$ cat config.mk
export PLATFORM = sky130hd
export DESIGN_NAME = pll_acq_sequencer
export DESIGN_NICKNAME = d
export VERILOG_FILES = /design/src/rtl/pll_seq_pkg.sv /design/src/rtl/pll_period_monitor.sv /design/src/rtl/pll_acq_sequencer.sv
export SDC_FILE = /design/constraint.sdc
export NUM_CORES = 1
export LEC_CHECK = 0
export BUFFER_PORTS_ARGS = -buffer_cell sky130_fd_sc_hd__buf_2
export CORE_UTILIZATION = 40
export DETAILED_ROUTE_END_ITERATION = 8
export PLACE_DENSITY = 0.68
export SYNTH_ARGS = -nofsm -noshare
export SYNTH_HDL_FRONTEND = slang
export SYNTH_SLANG_ARGS = --single-unit
$ cat constraint.sdc
create_clock -name clk_50 -period 3.1 [get_ports clk_50]
set_input_delay 0.775 -clock clk_50 [delete_from_list [all_inputs] [get_ports clk_50]]
set_output_delay 0.775 -clock clk_50 [all_outputs]
set_load 0.1 [all_outputs]
$ cat src/rtl/pll_seq_pkg.sv
// rtl/pll_seq_pkg.sv - shared state encoding, defaults and helpers for the PLL acquisition sequencer
package pll_seq_pkg;

   // Sequencer states; the numeric values are visible on the state port
   typedef enum logic [1:0] {
      IDLE     = 2'd0,
      ACQUIRE  = 2'd1,
      LOCKED   = 2'd2,
      HOLDOVER = 2'd3
   } seq_state_t;

   // Default timing for a 50 MHz clk_50 and a 50..210 kHz feedback half-period
   localparam int PERIOD_MIN_CYC_DEF = 119;
   localparam int PERIOD_MAX_CYC_DEF = 500;
   localparam int LOCK_ERR_MAX_DEF   = 4;
   localparam int LOCK_EDGES_DEF     = 16;
   localparam int HOLD_CYC_DEF       = 50000;

   // 8-bit increment that sticks at all-ones instead of wrapping
   function automatic logic [7:0] sat_inc8(input logic [7:0] v);
      return (v == 8'hFF) ? v : v + 8'd1;
   endfunction

   // 16-bit increment that sticks at all-ones instead of wrapping
   function automatic logic [15:0] sat_inc16(input logic [15:0] v);
      return (v == 16'hFFFF) ? v : v + 16'd1;
   endfunction

endpackage

$ cat src/rtl/pll_period_monitor.sv
// rtl/pll_period_monitor.sv - feedback period and phase-error qualifier producing too_fast/too_slow/good/bad
module pll_period_monitor
   import pll_seq_pkg::*;
#(
   parameter int PERIOD_MIN_CYC = PERIOD_MIN_CYC_DEF,
   parameter int PERIOD_MAX_CYC = PERIOD_MAX_CYC_DEF,
   parameter int LOCK_ERR_MAX   = LOCK_ERR_MAX_DEF
) (
   input  logic clk_50,
   input  logic rst_n,
   input  logic fb_edge,
   input  logic slew_fast,
   input  logic slew_slow,
   output logic too_fast,
   output logic too_slow,
   output logic good,
   output logic bad
);

   localparam logic [15:0] MIN_C = 16'(PERIOD_MIN_CYC);
   localparam logic [15:0] MAX_C = 16'(PERIOD_MAX_CYC);
   localparam logic [15:0] ERR_C = 16'(LOCK_ERR_MAX);

   logic [15:0] per_ctr;
   logic [15:0] err_ctr;
   logic        slew_active;
   logic        period_ok;

   // Opposing requests cancel: only a one-sided request is a phase error
   assign slew_active = slew_fast ^ slew_slow;

   // Cycles since the last feedback edge; parks at the max so a lost input reports once
   always_ff @(posedge clk_50 or negedge rst_n) begin
      if (!rst_n) begin
         per_ctr <= '0;
      end else if (fb_edge) begin
         per_ctr <= '0;
      end else if (per_ctr < MAX_C) begin
         per_ctr <= per_ctr + 16'd1;
      end
   end

   // Phase-error cycles accumulated over the current half-period
   always_ff @(posedge clk_50 or negedge rst_n) begin
      if (!rst_n) begin
         err_ctr <= '0;
      end else if (fb_edge) begin
         err_ctr <= '0;
      end else if (slew_active) begin
         err_ctr <= sat_inc16(err_ctr);
      end
   end

   // Qualify the edge arriving this cycle against the period and error limits
   always_comb begin
      too_fast  = fb_edge && (per_ctr < MIN_C);
      too_slow  = !fb_edge && (per_ctr == MAX_C - 16'd1);
      period_ok = fb_edge && !too_fast && (per_ctr < MAX_C);
      good      = period_ok && (err_ctr <= ERR_C);
      bad       = period_ok && !good;
   end

endmodule

$ cat src/rtl/pll_acq_sequencer.sv
// rtl/pll_acq_sequencer.sv - IDLE/ACQUIRE/LOCKED/HOLDOVER sequencer for the NCO software PLL; PLL_SEQ_STATS_EN enables the lock-loss counter
module pll_acq_sequencer
   import pll_seq_pkg::*;
#(
   parameter int PERIOD_MIN_CYC = PERIOD_MIN_CYC_DEF,
   parameter int PERIOD_MAX_CYC = PERIOD_MAX_CYC_DEF,
   parameter int LOCK_ERR_MAX   = LOCK_ERR_MAX_DEF,
   parameter int LOCK_EDGES     = LOCK_EDGES_DEF,
   parameter int HOLD_CYC       = HOLD_CYC_DEF
) (
   input  logic       clk_50,
   input  logic       rst_n,
   input  logic       fb_edge,
   input  logic       slew_fast,
   input  logic       slew_slow,
   input  logic       force_hold,
   output logic       hold,
   output logic       restore,
   output logic       locked,
   output logic [1:0] state,
   output logic [7:0] loss_cnt
);

   localparam int                HOLD_W      = (HOLD_CYC > 1) ? $clog2(HOLD_CYC) : 1;
   localparam logic [HOLD_W-1:0] HOLD_RELOAD = HOLD_W'(HOLD_CYC - 1);
   localparam logic [7:0]        LOCK_LAST   = 8'(LOCK_EDGES - 1);

   seq_state_t        st;
   logic [7:0]        good_cnt;
   logic [HOLD_W-1:0] hold_tmr;

   logic too_fast;
   logic too_slow;
   logic good;
   logic bad;
   logic period_ok;
   logic fault;

   pll_period_monitor #(
      .PERIOD_MIN_CYC (PERIOD_MIN_CYC),
      .PERIOD_MAX_CYC (PERIOD_MAX_CYC),
      .LOCK_ERR_MAX   (LOCK_ERR_MAX)
   ) u_mon (
      .clk_50    (clk_50),
      .rst_n     (rst_n),
      .fb_edge   (fb_edge),
      .slew_fast (slew_fast),
      .slew_slow (slew_slow),
      .too_fast  (too_fast),
      .too_slow  (too_slow),
      .good      (good),
      .bad       (bad)
   );

   // Any period violation or the operator override outranks edge quality
   assign period_ok = good || bad;
   assign fault     = too_fast || too_slow || force_hold;
   assign state     = st;

   // Sequencer FSM; hold/locked/restore are registered alongside the state
   always_ff @(posedge clk_50 or negedge rst_n) begin
      if (!rst_n) begin
         st       <= IDLE;
         hold     <= 1'b1;
         restore  <= 1'b0;
         locked   <= 1'b0;
         good_cnt <= '0;
         hold_tmr <= '0;
      end else begin
         restore <= 1'b0;
         case (st)
            IDLE: begin
               if (period_ok && !force_hold) begin
                  st       <= ACQUIRE;
                  hold     <= 1'b0;
                  good_cnt <= '0;
               end
            end
            ACQUIRE: begin
               if (fault) begin
                  st       <= HOLDOVER;
                  hold     <= 1'b1;
                  locked   <= 1'b0;
                  restore  <= 1'b1;
                  hold_tmr <= HOLD_RELOAD;
               end else if (good) begin
                  good_cnt <= sat_inc8(good_cnt);
                  if (good_cnt == LOCK_LAST) begin
                     st     <= LOCKED;
                     locked <= 1'b1;
                  end
               end else if (bad) begin
                  good_cnt <= '0;
               end
            end
            LOCKED: begin
               if (fault) begin
                  st       <= HOLDOVER;
                  hold     <= 1'b1;
                  locked   <= 1'b0;
                  restore  <= 1'b1;
                  hold_tmr <= HOLD_RELOAD;
               end else if (bad) begin
                  st       <= ACQUIRE;
                  locked   <= 1'b0;
                  good_cnt <= '0;
               end
            end
            HOLDOVER: begin
               // A fresh fault restarts the wait but never re-issues restore
               if (fault) begin
                  hold_tmr <= HOLD_RELOAD;
               end else if (hold_tmr == '0) begin
                  st <= IDLE;
               end else begin
                  hold_tmr <= hold_tmr - 1'b1;
               end
            end
            default: begin
               st     <= IDLE;
               hold   <= 1'b1;
               locked <= 1'b0;
            end
         endcase
      end
   end

`ifdef PLL_SEQ_STATS_EN
   logic lock_drop;

   // In LOCKED every fault or bad edge leaves the state, so this marks each lock loss
   assign lock_drop = (st == LOCKED) && (fault || bad);

   // Saturating count of lock losses for the status display
   always_ff @(posedge clk_50 or negedge rst_n) begin
      if (!rst_n) begin
         loss_cnt <= '0;
      end else if (lock_drop) begin
         loss_cnt <= sat_inc8(loss_cnt);
      end
   end
`else
   assign loss_cnt = 8'd0;
`endif

endmodule
# --- Word-level counts from Yosys, hierarchy flattened ---
# Cells that the tools add are included.
# W data, S select, Z words.
word_totals:
  reg_bits: 61
  n_memories: 0
  latch_bits: 0
  in_bits: 6
  word_cells: 100
  ramBits: 0
  mem_bits_ro: 0
  out_inout_bits: 13
classes:
  multipliers: 0
  bitwise: 1
  eq_ne: 19
  shifts: 0
  reduce_logical: 29
  order_cmp: 3
  n_div: 0
  n_mux: 36
  add_sub_neg: 4
ops:
  columns: ["op", "n"]
  rows:
  - ["$mux W16", 8]
  - ["$mux W8", 6]
  - ["$add A16 B1 Y16 const B", 2]
  - ["$pmux W16 S2", 1]
  - ["$pmux W8 S3", 1]
  - ["$eq A16 B16 Y1 const B", 1]
  - ["$eq A16 B9 Y1 const B", 1]
  - ["$le A16 B3 Y1 const B", 1]
  - ["$logic_not A16 Y1", 1]
  - ["$lt A16 B7 Y1 const B", 1]
  - ["$lt A16 B9 Y1 const B", 1]
  - ["$mux W2", 8]
  - ["$sub A16 B1 Y16 const B", 1]
  - ["$ne A3 B3 Y1 const B", 5]
  - ["$ne A2 B2 Y1 const B", 6]
  - ["$reduce_bool A2 Y1", 5]
  - ["$mux W1", 9]
  - ["$add A8 B1 Y8 const B", 1]
  - ["$eq A8 B4 Y1 const B", 1]
  - ["$eq A8 B8 Y1 const B", 1]
  - ["$pmux W2 S4", 1]
  - ["$logic_and A1 B1 Y1", 7]
  - ["$reduce_and A3 Y1", 2]
  - ["$reduce_and A6 Y1", 1]
  - ["other kinds (13)", 20]

# --- Depth between registers and ports, before layout ---
# Gate-level depths: netlist of the first run.
logic_depth:
  depth_word: 12
  ltp_mapped: 9
  depth_no_buf: 9

# --- By module ---
# From an unflattened synthesis of the first run, not the netlist that was laid out.
unflattened:
  hier_cells: 403
  area_unflattened_um2: 3657.3
modules_own_cells:
  columns: ["module", "cells_per_inst", "seq_area_each_um2", "instances", "area_each_um2"]
  rows:
  - ["pll_acq_sequencer", 221, 726.9, 1, 1908.1]
  - ["pll_period_monitor", 182, 800.8, 1, 1749.2]

# --- Worst setup path before layout of the first run ---
# Ideal clock, no wire load.
synth_timing:
  path_type: "reg2reg"
  start: "register st[0], in the netlist state[0]"
  end: "register hold_tmr[7]"
  required_ns: 2.967
  n_path_buf: 0
  setup_time_ns: 0.133
  slack_ns: 0.338
  stages_incl_launch_ff: 9
  t_arrival_ns: 2.629
  synth_period_minus_slack_ns: 2.762
  path_cell_list: "dfrtp_1 > inv_1 > ha_1 > inv_1 > and2_1 > o311ai_4 > or4_1 > xor2_1 > nor2_1"
synth_via:
  elab_chain_len: 4
  elab_cells_between_ends: 9
  classes_between: "eq/ne: 5; mux: 1; reduce/logical: 3"
synth_rtl:
  columns: ["item", "line_no", "text"]
  rows:
  - ["start, declared", "pll_acq_sequencer.sv:28", "seq_state_t st;"]
  - ["start signal, assigned", "pll_acq_sequencer.sv:63", "st <= IDLE;"]
  - ["start signal, assigned", "pll_acq_sequencer.sv:74", "st <= ACQUIRE;"]
  - ["start signal, assigned", "pll_acq_sequencer.sv:81", "st <= HOLDOVER;"]
  - ["$eq A2 B2 Y1 or $eq A2 B1 Y1 (tied branches)", "pll_acq_sequencer.sv:71", "case (st)"]
  - ["$reduce_or A2 Y1 (no line)", null, null]
  - ["$ne A2 B1 Y1 (no line) or $reduce_bool A2 Y1 (tied branches)", null, null]
  - ["$reduce_and A3 Y1 (no line)", null, null]
  - ["end signal, assigned", "pll_acq_sequencer.sv:116", "hold_tmr <= hold_tmr - 1'b1;"]
  - ["end, declared", "pll_acq_sequencer.sv:30", "logic [HOLD_W-1:0] hold_tmr;"]
# Several ways; a longest one is shown, not always the timed one.
# A chain may end at the register's enable or synchronous reset.

# --- Final worst setup path of the first run ---
layout_timing:
  start: "register u_mon.per_ctr[0]"
  end: "register good_cnt[7]"
layout_via:
  elab_chain_len: 12
  elab_cells_between_ends: 25
  classes_between: "order compare: 2; eq/ne: 5; mux: 5; reduce/logical: 13"
layout_rtl:
  columns: ["item", "line_no", "text"]
  rows:
  - ["start, declared", "pll_period_monitor.sv:24", "logic [15:0] per_ctr;"]
  - ["start signal, assigned", "pll_period_monitor.sv:39", "per_ctr <= per_ctr + 16'd1;"]
  - ["$lt A16 B7 Y1", "pll_period_monitor.sv:56", "too_fast = fb_edge && (per_ctr < MIN_C);"]
  - ["$logic_and A1 B1 Y1", "pll_period_monitor.sv:56", null]
  - ["$logic_not A1 Y1", "pll_period_monitor.sv:58", "period_ok = fb_edge && !too_fast && (per_ctr < MAX_C);"]
  - ["$logic_and A1 B1 Y1 (2 in a row)", "pll_period_monitor.sv:58", null]
  - ["$logic_and A1 B1 Y1", "pll_period_monitor.sv:59", "good = period_ok && (err_ctr <= ERR_C);"]
  - ["$logic_not A1 Y1", "pll_period_monitor.sv:60", "bad = period_ok && !good;"]
  - ["$logic_and A1 B1 Y1", "pll_period_monitor.sv:60", null]
  - ["$mux W8 or $logic_or A1 B1 Y1 (tied branches)", null, null]
  - ["$mux W8 or $logic_and A1 B1 Y1 (tied branches)", "pll_acq_sequencer.sv:86, pll_acq_sequencer.sv:73", null]
  - ["$mux W8 or $ne A2 B2 Y1 (tied branches)", null, null]
  - ["$pmux W8 S3 or $reduce_and A5 Y1 (tied branches)", null, null]
  - ["end signal, assigned", "pll_acq_sequencer.sv:87", "good_cnt <= sat_inc8(good_cnt);"]
  - ["end, declared", "pll_acq_sequencer.sv:29", "logic [7:0] good_cnt;"]
# Several ways; a longest one is shown, not always the timed one. The select of a mux whose other input is x is not followed.

==> summary.md, run 1 <==
The run finished with clean final reports. The final layout contains 395 nets. Setup repair after global routing left no endpoint under its margin. The synthesized design contains 0 enable-type register cells. Ranked by total cell area, the synthesized netlist is headed by sky130_fd_sc_hd__dfrtp_1 (43%), sky130_fd_sc_hd__nor2_1 (5.5%), sky130_fd_sc_hd__xor2_1 (4.8%). The total overflow reported by the global router was 0; the fraction of layout cells with a size suffix above 1 was 13.1%. The tools report the later-pin clock latency in the skew report as 340 ps.

The library cell used most frequently in the layout, excluding fill and tap cells, is sky130_fd_sc_hd__dfrtp_1. Number of antenna violations at the first check in global routing: 0. Sequential elements use 44.0% of the synthesized area. The routed design could run at a clock period as short as 2560 ps. Of the post-synthesis cell area, the dominant cell type holds 43.2%. Buffers inserted to repair hold after CTS numbered 0.

The post-synthesis to final-layout area growth was 8.97%. Each instance of the synthesized netlist takes up on average 9.55 um^2. The tools report the endpoint class of the critical path as a flip-flop. The analysis attributes to cell leakage a power of 1.60 nW. The tools report the number of global-route vias before repair as 2,598. The first detailed-routing pass took 4 iterations. The most used flip-flop cell after synthesis is sky130_fd_sc_hd__dfrtp_1.

For this run, design rule violations remaining after detail routing come to 0. The number of hold violations in the final report is 0. Buffer cell driving the clock tree root: sky130_fd_sc_hd__clkbuf_8. In this run the standard cell core region covers 8300 um^2.

In this run the power spent charging and discharging nets is 1.09 mW. The die is 95.2 um tall. The congestion estimate from routability-driven global placement came to 0.833.

The horizontal die dimension is 95.2 um, and the worst slew margin relative to its limit is 44.1%. Combinational logic burns 39.4% of the power. The fraction of power spent switching nets was 42.7%. TritonCTS built the clock tree.

Setup violations remaining at the end of the flow were counted as 0. Counting every sink on the clock net gives 61. The count of filler cells inserted in the layout was 771.

Between clock sinks in the finished design, the worst skew comes to 9.80 ps. The number of antenna diodes in the final layout is 0. The run gives 364 as the number of instances in the synthesized netlist. The number of violations reported at the end of detailed-routing iteration 0 was 154. Setup total negative slack on the finished layout was measured at 0 ps. The share of total power dissipated in sequential elements is 35.1%. For the pin with the worst max-slew slack, the measured transition is 830 ps. The tool flagged a number of max-cap violations equal to 0. The detail route stage leaves a number of antenna-violating nets equal to 0.

The critical path is of the reg -> reg type. For this block, the via count after detailed routing is 2,678. For this run, the top clock speed supported by timing is 0.390 GHz.

After routing the design area is 3790 um^2. Total number of yosys warnings: 0. The count of cells resized by post-cts repair is 0, and the aggregate routed wire length is 6630 um. In the global route stage, overall resource usage came out at 16.7%. The via-per-instance ratio came out at 5.49. The worst hold path belongs to the class reg -> reg.

The count of state elements after synthesis is 61, and the I/O pin count is 19. IR analysis of the VDD net gives a maximum drop of 302 uV. Timing analysis after detailed placement gives a worst setup slack of 222 ps. Cell internal power was estimated by the tool at 1.46 mW. The synthesized design spends more area on one cell type than any other, namely sky130_fd_sc_hd__dfrtp_1. The first global-routing pass estimated 11,600 um of wire. The synthesized netlist occupies a cell area of 3470 um^2.

The clock-pin slew of the registers on the worst-case setup and hold paths was 70 ps; the number of clock buffers inserted by TritonCTS was 9. The run gives 9060 um^2 as the floorplan die area. In this run the number of H-tree levels came out at 3. The portion of the clock cycle consumed by the worst path in the final layout is 82.7%, and the total power per unit cell area is 673 nW/um^2.

The data arrival time at the worst-slack endpoint was 2820 ps; the detailed-placement wirelength estimate was 4480 um. In this run the deepest clock path goes through 2 buffers. The number of rows created at floorplan is 33. The worst path meets setup with 535 ps of slack. For this configuration, the core starts out at a cell density of 41.9%.

Dividing the detail-routed wire length by the instance count gives 13.6 um. The synthesized netlist contains 60 unique library cells. Entering global routing, the biggest net connects 62 pins. The top cell types in the final layout, fill and taps aside, are sky130_fd_sc_hd__dfrtp_1 (60), sky130_fd_sc_hd__nor2_1 (51), sky130_fd_sc_hd__nand2_1 (24). Once placement finished, the instance area stood at 3610 um^2. The clock network is responsible for 25.4% of the overall power. The worst setup path is launched from a flip-flop.

Required time of the worst setup path: 3350 ps. The logs give 0 for the max-slew violation count and 0 for the number of buffers inserted by post-CTS setup repair. In the synthesized netlist the async set-or-reset flop fraction comes to 100%. Along the worst path, the maximum fanout reaches 6. In this run the tool buffered the top-level ports with 10 buffer cells.
state kept, by name, indices dropped and copies added (netlist names):
name	cells
hold_tmr	16
locked	1
state	2
hold	1
restore	1
good_cnt	8
u_mon.err_ctr	16
u_mon.per_ctr	16
Yosys cell counts, drive strengths merged, types with 7 or more instances:
cell type and count:
a21oi 21, a31oi 8, buf 11, dfrtp 60, ha 10, inv 13, nand2 24, nand3 14
nand4 7, nor2 51, nor2b 7, nor4 9, o21ai 21, or3 9, xnor2 11, xor2 19
power groups by stage:
stage / logic [mW] / registers [mW] / clock network [mW]
floorplan: 0.578 / 1.13 / 0
global placement: 0.984 / 0.909 / 0
detailed placement: 0.996 / 0.910 / 0
CTS: 1.00 / 0.896 / 0.663
global route: 1.10 / 0.903 / 0.695
finish: 1.00 / 0.896 / 0.648
path summary, 6_finish.rpt:
path / slack [ps] / start / end / cells past startpoint
worst min register to register: 510 / u_mon.per_ctr[10] / u_mon.per_ctr[10] / 1
worst max-delay path: 540 / u_mon.per_ctr[0] / good_cnt[7] / 8
worst max register to register: 540 / u_mon.per_ctr[0] / good_cnt[7] / 8
max in group asynchronous: 2010 / rst_n / hold_tmr[10] / 2
worst min-delay path: 510 / u_mon.per_ctr[10] / u_mon.per_ctr[10] / 1
min in group asynchronous: 580 / rst_n / hold_tmr[2] / 2
through the flow:
step / hold slack (ps) / util (%) / power, mW / instances
floorplan: 465 / - / 1.70 / 371
global placement: 482 / 43.5 / 1.89 / 473
detailed placement: 490 / 43.5 / 1.91 / 473
CTS: 514 / 45.6 / 2.56 / 488
global route: 547 / 45.6 / 2.69 / 488
finish: 505 / 45.6 / 2.55 / 488
metal layers:
metal | global-route usage, % | vias up | routed length (um) | share of wire (%)
li1 | - | 1304 | - | -
met1 | 21.8 | 1278 | 3240 | 49
met2 | 25.4 | 81 | 2940 | 44
met3 | 3.99 | 15 | 294 | 4.4
met4 | 8.71 | 0 | 152 | 2.3
met5 | 0 | - | 0 | 0
final cells by class:
| type | instances | area, um^2 | share of cell area (%) |
|---|---|---|---|
| clock buffer | 14 | 173 | 4.56 |
| clock inverter | 1 | 5.00 | 0.132 |
| inverter | 13 | 48.8 | 1.29 |
| multi-input combinational | 281 | 1830 | 48.3 |
| sequential | 61 | 1530 | 40.4 |
| tap | 105 | 131 | 3.47 |
| timing repair buffer | 13 | 72.6 | 1.92 |
worst max-delay path, stage by stage, from the launching register on:
cell and delay (ps):
sky130_fd_sc_hd__dfrtp_1 400, sky130_fd_sc_hd__ha_1 230, sky130_fd_sc_hd__a21oi_1 150, sky130_fd_sc_hd__o211ai_2 220, sky130_fd_sc_hd__a21oi_4 120, sky130_fd_sc_hd__o31ai_1 480
sky130_fd_sc_hd__o211ai_2 250, sky130_fd_sc_hd__or3_4 390, sky130_fd_sc_hd__o31ai_2 230
cells by family after synthesis:
kind of cell / count (synthesis) / share of synthesized area (%)
simple gates: 157 / 24.2
compound gates: 74 / 15.8
flops: 61 / 44.0
xor+xnor: 30 / 7.56
buf+inv: 29 / 4.18
fa+ha+maj: 10 / 3.60
mux: 2 / 0.612
other cells: 1 / 0.108
No activity file was read; power rests on OpenSTA's default activity.
==> inputs of run 2 (changes only) <==
Clock period 3.1 ns to 2.7 ns, I/O delays scaled along.
==> run 2 against run 1 <==
Cell area is 2.8% higher. Wire length is 2.7% higher. Non-clock buffer count is 12 higher. Register-to-register slack worse by 350 ps. Hold slack worse by 49 ps. Flip-flop and latch count stayed put. Critical path depth is 1 lower. Largest power group unchanged. Highest routed layer unchanged.
==> summary.md, run 2 (synthesis results as in run 1) <==
The portion of the clock cycle consumed by the worst path in the final layout was 93.2% (+10 points). The count of filler cells inserted in the layout was 766 (-0.65%). For the detailed-placement wirelength estimate, the log shows 4720 um (+5.4%). The endpoint identified for the worst register-to-register timing path is locked.

For the floorplan die area, the log shows 9060 um^2 (unchanged). The fraction of power spent switching nets is 42.4% (-0.21 points). Worst min-delay path category: in -> async. The final RePlAce weighted congestion came out at 0.836 (+0.36%). The I/O pin count is 19 (unchanged). The run gives 12,200 um (+4.6%) as the global-route wire length before repair.

The height of the die works out to 95.2 um (unchanged). The via-per-instance ratio came out at 5.40 (-1.5%). The kind of cell with the highest combined delay along the critical path is compound AO/OA/AOI/OAI gates. The global-route track usage on met3 came out at 5.34% (+1.4 points). The tools report the power share of the clock group as 25.9% (+0.5 points).

For the number of violations reported at the end of detailed-routing iteration 0, the log shows 131 (-15%). The static leakage is 1.65 nW (+3.4%). The worst slew margin relative to its limit was 48.8% (+4.7 points); the delay of the slowest cell on the worst path was 560 ps (+80 ps).

The logs give 26.2% (+0.77 points) for the met2 track utilization from global routing and 33.6% (-1.5 points) for the portion of total power attributed to sequential cells. The logs give 0 (unchanged) for the number of hold-repair buffers added at the cts stage and 0 (unchanged) for the count of nets left with antenna violations after detail routing. The area of the placeable core came out at 8300 um^2 (unchanged).

The commonest non-fill, non-tap cell in the layout is sky130_fd_sc_hd__dfrtp_1. The total power per unit cell area is 791 nW/um^2 (+18%). The run gives 456 ps (-49.4 ps) as the final worst hold slack. The finished layout cell area was 3890 um^2 (+2.8%); the number of clock buffers inserted by TritonCTS was 9 (unchanged).

Most crowded layer after global routing: met2. The sum of buffers and inverters on the critical path is 0 (unchanged), and the data arrival time at the worst-slack endpoint is 2750 ps (-70 ps). The largest net degree at the start of global routing is 62 (unchanged), and the number of antenna violations at the first check in global routing is 0 (unchanged). The number of buffers on the longest clock path is 2 (unchanged), and the number of rows created at floorplan is 33 (unchanged).

The TritonCTS sink count was 61 (unchanged); the worst setup slack for register-to-register paths was 180 ps (-350 ps). The total setup violations reported at the end of the flow came out at 0 (unchanged). Setup repair after global routing left no endpoint under its margin. The number of buffers inserted by post-CTS setup repair is 0 (unchanged), and the clock period minus final worst setup slack is 2520 ps (-48.0 ps).

Reported max-cap violation count: 0 (unchanged). The number of buffers added on ports is 10 (unchanged), and the number of detailed-route iterations in the first pass is 4 (unchanged). The largest driver fanout on the critical path works out to 6 (unchanged). The total internal power was 1.77 mW (+21%); the cell area after placement was 3700 um^2 (+2.6%).

The clock-pin slew of the registers on the worst-case setup and hold paths was 70 ps (about the same); the measured slew at the worst slew-check pin was 768 ps (-62.0 ps). The run gives 41.9% (unchanged) as the initial core utilization. The fraction of layout cells with a size suffix above 1 works out to 16.7% (+3.6 points). The kind of launch point of the worst setup path was a flip-flop. The worst setup path is captured at a flip-flop. The maximum resistive drop on vdd came out at 418 uV (+39%). The max-slew violation count is 0 (unchanged), and the required time of the worst setup path is 2930 ps (-420 ps).

For the number of hold violations in the final report, the log shows 0 (unchanged). In this run the clock root is driven by a sky130_fd_sc_hd__clkbuf_8. The tools report the number of antenna cells inserted as 0 (unchanged). TritonCTS built the clock tree.

The logs give 0 (unchanged) for the count of cells resized by post-cts repair and 2,645 (+1.8%) for the number of global-route vias before repair. The number of nets in the finished design is 407 (+3.0%). Switching power total: 1.31 mW (+20%). The number of H-tree levels came out at 3 (unchanged). The cell count of the worst reg-to-reg path is 7 (-1), and the post-synthesis to final-layout area growth is 12.0%.

In this run the critical register-to-register path is launched from u_mon.err_ctr[6]. The accumulated negative setup slack was 0 ps (unchanged); the horizontal die dimension was 95.2 um (unchanged). The detailed-route via count was 2,707 (+1.1%); the routed wire length per instance was 13.6 um (about the same). The overall fraction of global-route tracks in use was 17.2% (+0.57 points). Traced cell by cell, the critical path runs through or4_1 > a2111oi_2 > and3_2 > nand3_1 > o221ai_1 > a21boi_0 > a41o_1.

The top cell types in the final layout, fill and taps aside, are sky130_fd_sc_hd__dfrtp_1 (58), sky130_fd_sc_hd__nor2_1 (51), sky130_fd_sc_hd__nand2_1 (24). Post-placement setup slack: 80.8 ps (-141 ps). The run finished with clean final reports. The largest registers in the layout are hold_tmr (16), u_mon.err_ctr (16), u_mon.per_ctr (16). The logs give 23.3% (+1.4 points) for the met1 track utilization from global routing and 350 ps (about the same) for the later-pin clock latency in the skew report. The DRC violations left came out at 0 (unchanged). Cell with the biggest individual delay on the critical path: sky130_fd_sc_hd__or4_1. The maximum operating frequency is 0.397 GHz (+1.9%), and the total overflow reported by the global router is 0 (unchanged).

The logic gate share of total power was 40.5% (+1.1 points). The worst setup slack after layout is 183 ps (-352 ps). The path type of the worst setup path is reg -> reg. The aggregate routed wire length came out at 6800 um (+2.7%).

The post-route clock skew was 8.31 ps (-1.49 ps).
-- run 2: cell count changes in the layout (fill, tap and decap cells not counted) --
cell                         previous run  this run
sky130_fd_sc_hd__bufinv_16              0         1
sky130_fd_sc_hd__clkinvlp_4             0         2
sky130_fd_sc_hd__buf_4                  3        15
sky130_fd_sc_hd__dfrtp_2                0         2
sky130_fd_sc_hd__dfrtp_1               60        58
sky130_fd_sc_hd__clkbuf_8              12         9
sky130_fd_sc_hd__clkinv_2               1         2
sky130_fd_sc_hd__clkinv_4               0         1
sky130_fd_sc_hd__clkbuf_1               2         1
-- run 2: area by class of cell --
type | count | area [um^2] | area share [%]
clock buffers | 10 | 128 | 3.28
clock inverters | 6 | 63.8 | 1.64
flip-flops and latches | 61 | 1530 | 39.3
multi-input cells | 281 | 1830 | 47.0
repair buffers | 25 | 163 | 4.18
inverters | 13 | 48.8 | 1.25
well taps | 105 | 131 | 3.38
-- run 2: how the worst max path moves through the flow --
stage,startpoint,endpoint,slack (ps),depth (start not counted)
floorplan,fb_edge,good_cnt[7],240,8
CTS,u_mon.err_ctr[6],locked,200,7
finish,u_mon.err_ctr[6],locked,180,7
global placement,fb_edge,good_cnt[7],230,8
detailed placement,fb_edge,good_cnt[7],80,8
global route,u_mon.per_ctr[0],good_cnt[7],70,8
-- run 2: power by group through the flow --
stage          registers (mW)  logic (mW)  clock network [mW]
6_report                 1.04        1.25               0.797
5_1_grt                  1.05        1.36               0.862
4_1_cts                  1.04        1.24               0.815
3_5_place_dp             1.05        1.23                   0
3_3_place_gp             1.05        1.22                   0
2_1_floorplan            1.30       0.663                   0
-- run 2: layer usage --
metal | share of wire (%) | up-vias
li1 | - | 1333
met1 | 49 | 1297
met2 | 45 | 64
met3 | 4.4 | 13
met4 | 1.4 | 0
met5 | 0 | -
-- run 2: through the flow --
stage | std cells | total power [mW] | util, %
2_1_floorplan | 371 | 1.96 | -
3_3_place_gp | 485 | 2.27 | 44.6
3_5_place_dp | 485 | 2.28 | 44.6
4_1_cts | 501 | 3.09 | 46.9
5_1_grt | 501 | 3.27 | 46.9
6_report | 501 | 3.08 | 46.9
==> inputs of run 3 (changes only) <==
Settings changed: BUFFER_PORTS_ARGS -buffer_cell sky130_fd_sc_hd__buf_2 to unset, DONT_BUFFER_PORTS set to 1, PLACE_DENSITY 0.68 to 0.66.
==> run 3 against run 2 <==
Clock power is 13% lower. First-iteration DRC count is 8.4% lower. Hold slack worse by 430 ps. Non-clock buffer count is 13 lower. Via count is 2.3% lower. Critical endpoint unchanged. Critical path type unchanged. Setup slack better by 16 ps. Fmax is 0.62% higher. Die area stayed put. Count of clock-buffer cells in the layout is 1 lower.
==> summary.md, run 3 (synthesis results as in run 1) <==
The logs give 1830 um^2 (+0.34%) for the area of the multi-input gates and 16.8% (-0.38 points) for the overall fraction of global-route tracks in use. The logs give 0.400 GHz (+0.62%) for the maximum operating frequency and 23.8% (-2.1 points) for the power share of the clock group. The power consumption was 2.90 mW (-5.8%); the later-pin clock latency in the skew report was 340 ps (about the same). The run gives 62 (unchanged) as the largest net degree at the start of global routing.

For the aggregate routed wire length, the log shows 6960 um (+2.2%). Height of the die: 95.2 um (unchanged). The max-slew violation count is 0 (unchanged). The run gives 78.8 ps (-2.04 ps) as the post-placement setup slack.

Largest driver fanout on the critical path: 6 (unchanged). TritonCTS built the clock tree. The cell sitting at the root of the clock tree is a sky130_fd_sc_hd__clkbuf_8. Detailed-placement wirelength estimate: 4670 um (-1.1%). Setup repair after global routing left no endpoint under its margin.

The fraction of power spent switching nets is 43.7% (+1.3 points). The tools report the post-route clock skew as 7.93 ps (-0.377 ps). The maximum resistive drop on vdd was 393 uV (-6.0%); the finished layout cell area was 3820 um^2 (-2.0%). The portion of the clock cycle consumed by the worst path in the final layout was 92.6% (-0.58 points); the via-per-instance ratio was 5.42 (+0.31%). Worst min-delay path category: in -> async. The cell area after placement is 3610 um^2 (-2.4%), and the area of the placeable core is 8300 um^2 (unchanged). The clock period minus final worst setup slack works out to 2500 ps (-15.6 ps).

The clock-pin slew of the registers on the worst-case setup and hold paths came out at 70 ps (about the same). The library cells used most frequently in the layout, excluding fill and tap cells, are sky130_fd_sc_hd__dfrtp_1 (58), sky130_fd_sc_hd__nor2_1 (51), sky130_fd_sc_hd__nand2_1 (24). The commonest non-fill, non-tap cell in the layout was sky130_fd_sc_hd__dfrtp_1. The largest registers in the layout are hold_tmr (16), u_mon.err_ctr (16), u_mon.per_ctr (16). The number of clock buffers inserted by TritonCTS is 9 (unchanged). For the number of buffers on the longest clock path, the log shows 2 (unchanged).

The number of global-route vias before repair came out at 2,547 (-3.7%). The run gives 0 (unchanged) as the number of buffers inserted by post-CTS setup repair. The tools report the number of hold violations in the final report as 0 (unchanged).

The routed wire length per instance works out to 14.3 um (+5.0%). The TritonCTS sink count is 61 (unchanged), and the number of detailed-route iterations in the first pass is 4 (unchanged). The I/O pin count was 19 (unchanged); the measured slew at the worst slew-check pin was 860 ps (+92.0 ps). Accumulated negative setup slack: 0 ps (unchanged).

Compared with the post-synthesis result, the final layout area differs by 9.83%. For the total internal power, the log shows 1.63 mW (-7.9%). The number of violations reported at the end of detailed-routing iteration 0 came out at 120 (-8.4%). The tools report the switching power total as 1.27 mW (-2.9%). The worst setup path is captured at a flip-flop. Number of antenna violations at the first check in global routing: 0 (unchanged).

The logs give 0 (unchanged) for the reported max-cap violation count and 0.849 (+1.6%) for the final RePlAce weighted congestion. The static leakage is 1.60 nW (-3.6%). The detailed-route via count came out at 2,645 (-2.3%). For the initial core utilization, the log shows 41.9% (unchanged). The logs give 780 (+1.8%) for the count of filler cells inserted in the layout and 9060 um^2 (unchanged) for the floorplan die area. The number of buffers added on ports is 0 (-10), and the logic gate share of total power is 36.6% (-3.9 points). The DRC violations left was 0 (unchanged). The total overflow reported by the global router is 0 (unchanged), and the number of nets in the finished design is 394 (-3.2%). The kind of launch point of the worst setup path was a flip-flop. The run finished with clean final reports. For the number of H-tree levels, the log shows 3 (unchanged). The worst slew margin relative to its limit was 42.7% (-6.1 points); the total power per unit cell area was 761 nW/um^2 (-3.9%). The logs give 0 (unchanged) for the number of antenna cells inserted and 0 (unchanged) for the count of nets left with antenna violations after detail routing. The portion of total power attributed to sequential cells was 39.7% (+6.1 points).

The total setup violations reported at the end of the flow is 0 (unchanged), and the number of rows created at floorplan is 33 (unchanged). The horizontal die dimension is 95.2 um (unchanged), and the register area is 1530 um^2 (unchanged). The fraction of layout cells with a size suffix above 1 came out at 14.1% (-2.6 points).

The critical path is of the reg -> reg type. For the data arrival time at the worst-slack endpoint, the log shows 2730 ps (-20 ps). The tools report the required time of the worst setup path as 2930 ps (about the same). The logs give 11,800 um (-3.0%) for the global-route wire length before repair and 199 ps (+15.6 ps) for the worst setup slack after layout.
[run 3: cell types whose count changed in the layout (fill, tap and decap cells not counted), sizes merged]
cell         change
dlygate4sd3      +1
clkinv           +1
bufinv           -1
clkbuf           -1
clkinvlp         +1
buf             -14
[run 3: power by group through the flow]
stage | Clock (mW) | Sequential [mW] | Combinational (mW)
2_1_floorplan | 0 | 1.30 | 0.663
6_report | 0.690 | 1.15 | 1.06
3_5_place_dp | 0 | 1.17 | 1.04
5_1_grt | 0.762 | 1.16 | 1.16
3_3_place_gp | 0 | 1.17 | 1.03
4_1_cts | 0.720 | 1.15 | 1.04
[run 3: worst max-delay path, cell delays in order, from the launching register on]
cell	delay [ps]
sky130_fd_sc_hd__dfrtp_1	440
sky130_fd_sc_hd__or4_1	530
sky130_fd_sc_hd__a2111oi_2	230
sky130_fd_sc_hd__and3_2	340
sky130_fd_sc_hd__nand3_1	100
sky130_fd_sc_hd__o221ai_1	360
sky130_fd_sc_hd__a21boi_0	160
sky130_fd_sc_hd__a41o_1	220
[run 3: layer usage]
layer | GRT usage (%) | vias up | share of wire [%]
met3 | 5.74 | 12 | 4.3
li1 | - | 1303 | -
met5 | 0 | - | 0
met4 | 5.56 | 0 | 1.4
met1 | 21.5 | 1273 | 48
met2 | 26.7 | 57 | 46
[run 3: final cells by class]
| class | instances | area share (%) |
|---|---|---|
| repair buffers | 12 | 2.75 |
| clock inverters | 7 | 1.11 |
| multi-input cells | 281 | 48.1 |
| inverters | 13 | 1.28 |
| flip-flops and latches | 61 | 40.1 |
| well taps | 105 | 3.44 |
| clock buffers | 9 | 3.25 |
[run 3: final timing paths]
kind,start,cells after the start,end,slack [ps]
hold reg to reg,good_cnt[3],1,good_cnt[3],520
max in group asynchronous,rst_n,1,hold_tmr[3],1820
setup reg to reg,u_mon.err_ctr[6],7,locked,200
setup / recovery,u_mon.err_ctr[6],7,locked,200
min in group clk_50,fb_edge,1,u_mon.err_ctr[6],390
hold / removal,rst_n,0,hold_tmr[1],20
[run 3: what timing repair did]
action,in CTS,in global routing
setup endpoints to repair,0,1
hold buffers,0,2
endpoints found under the hold margin,0,23
gates resized for setup,0,1
[run 3: stage by stage]
stage	hold WS (ps)	std cells	utilization, %
after global placement	381	470	43.5
final	24.5	488	46.0
after CTS	0.925	486	45.5
after floorplan	379	371	-
after detailed placement	381	470	43.5
after global routing	0.248	488	46.0
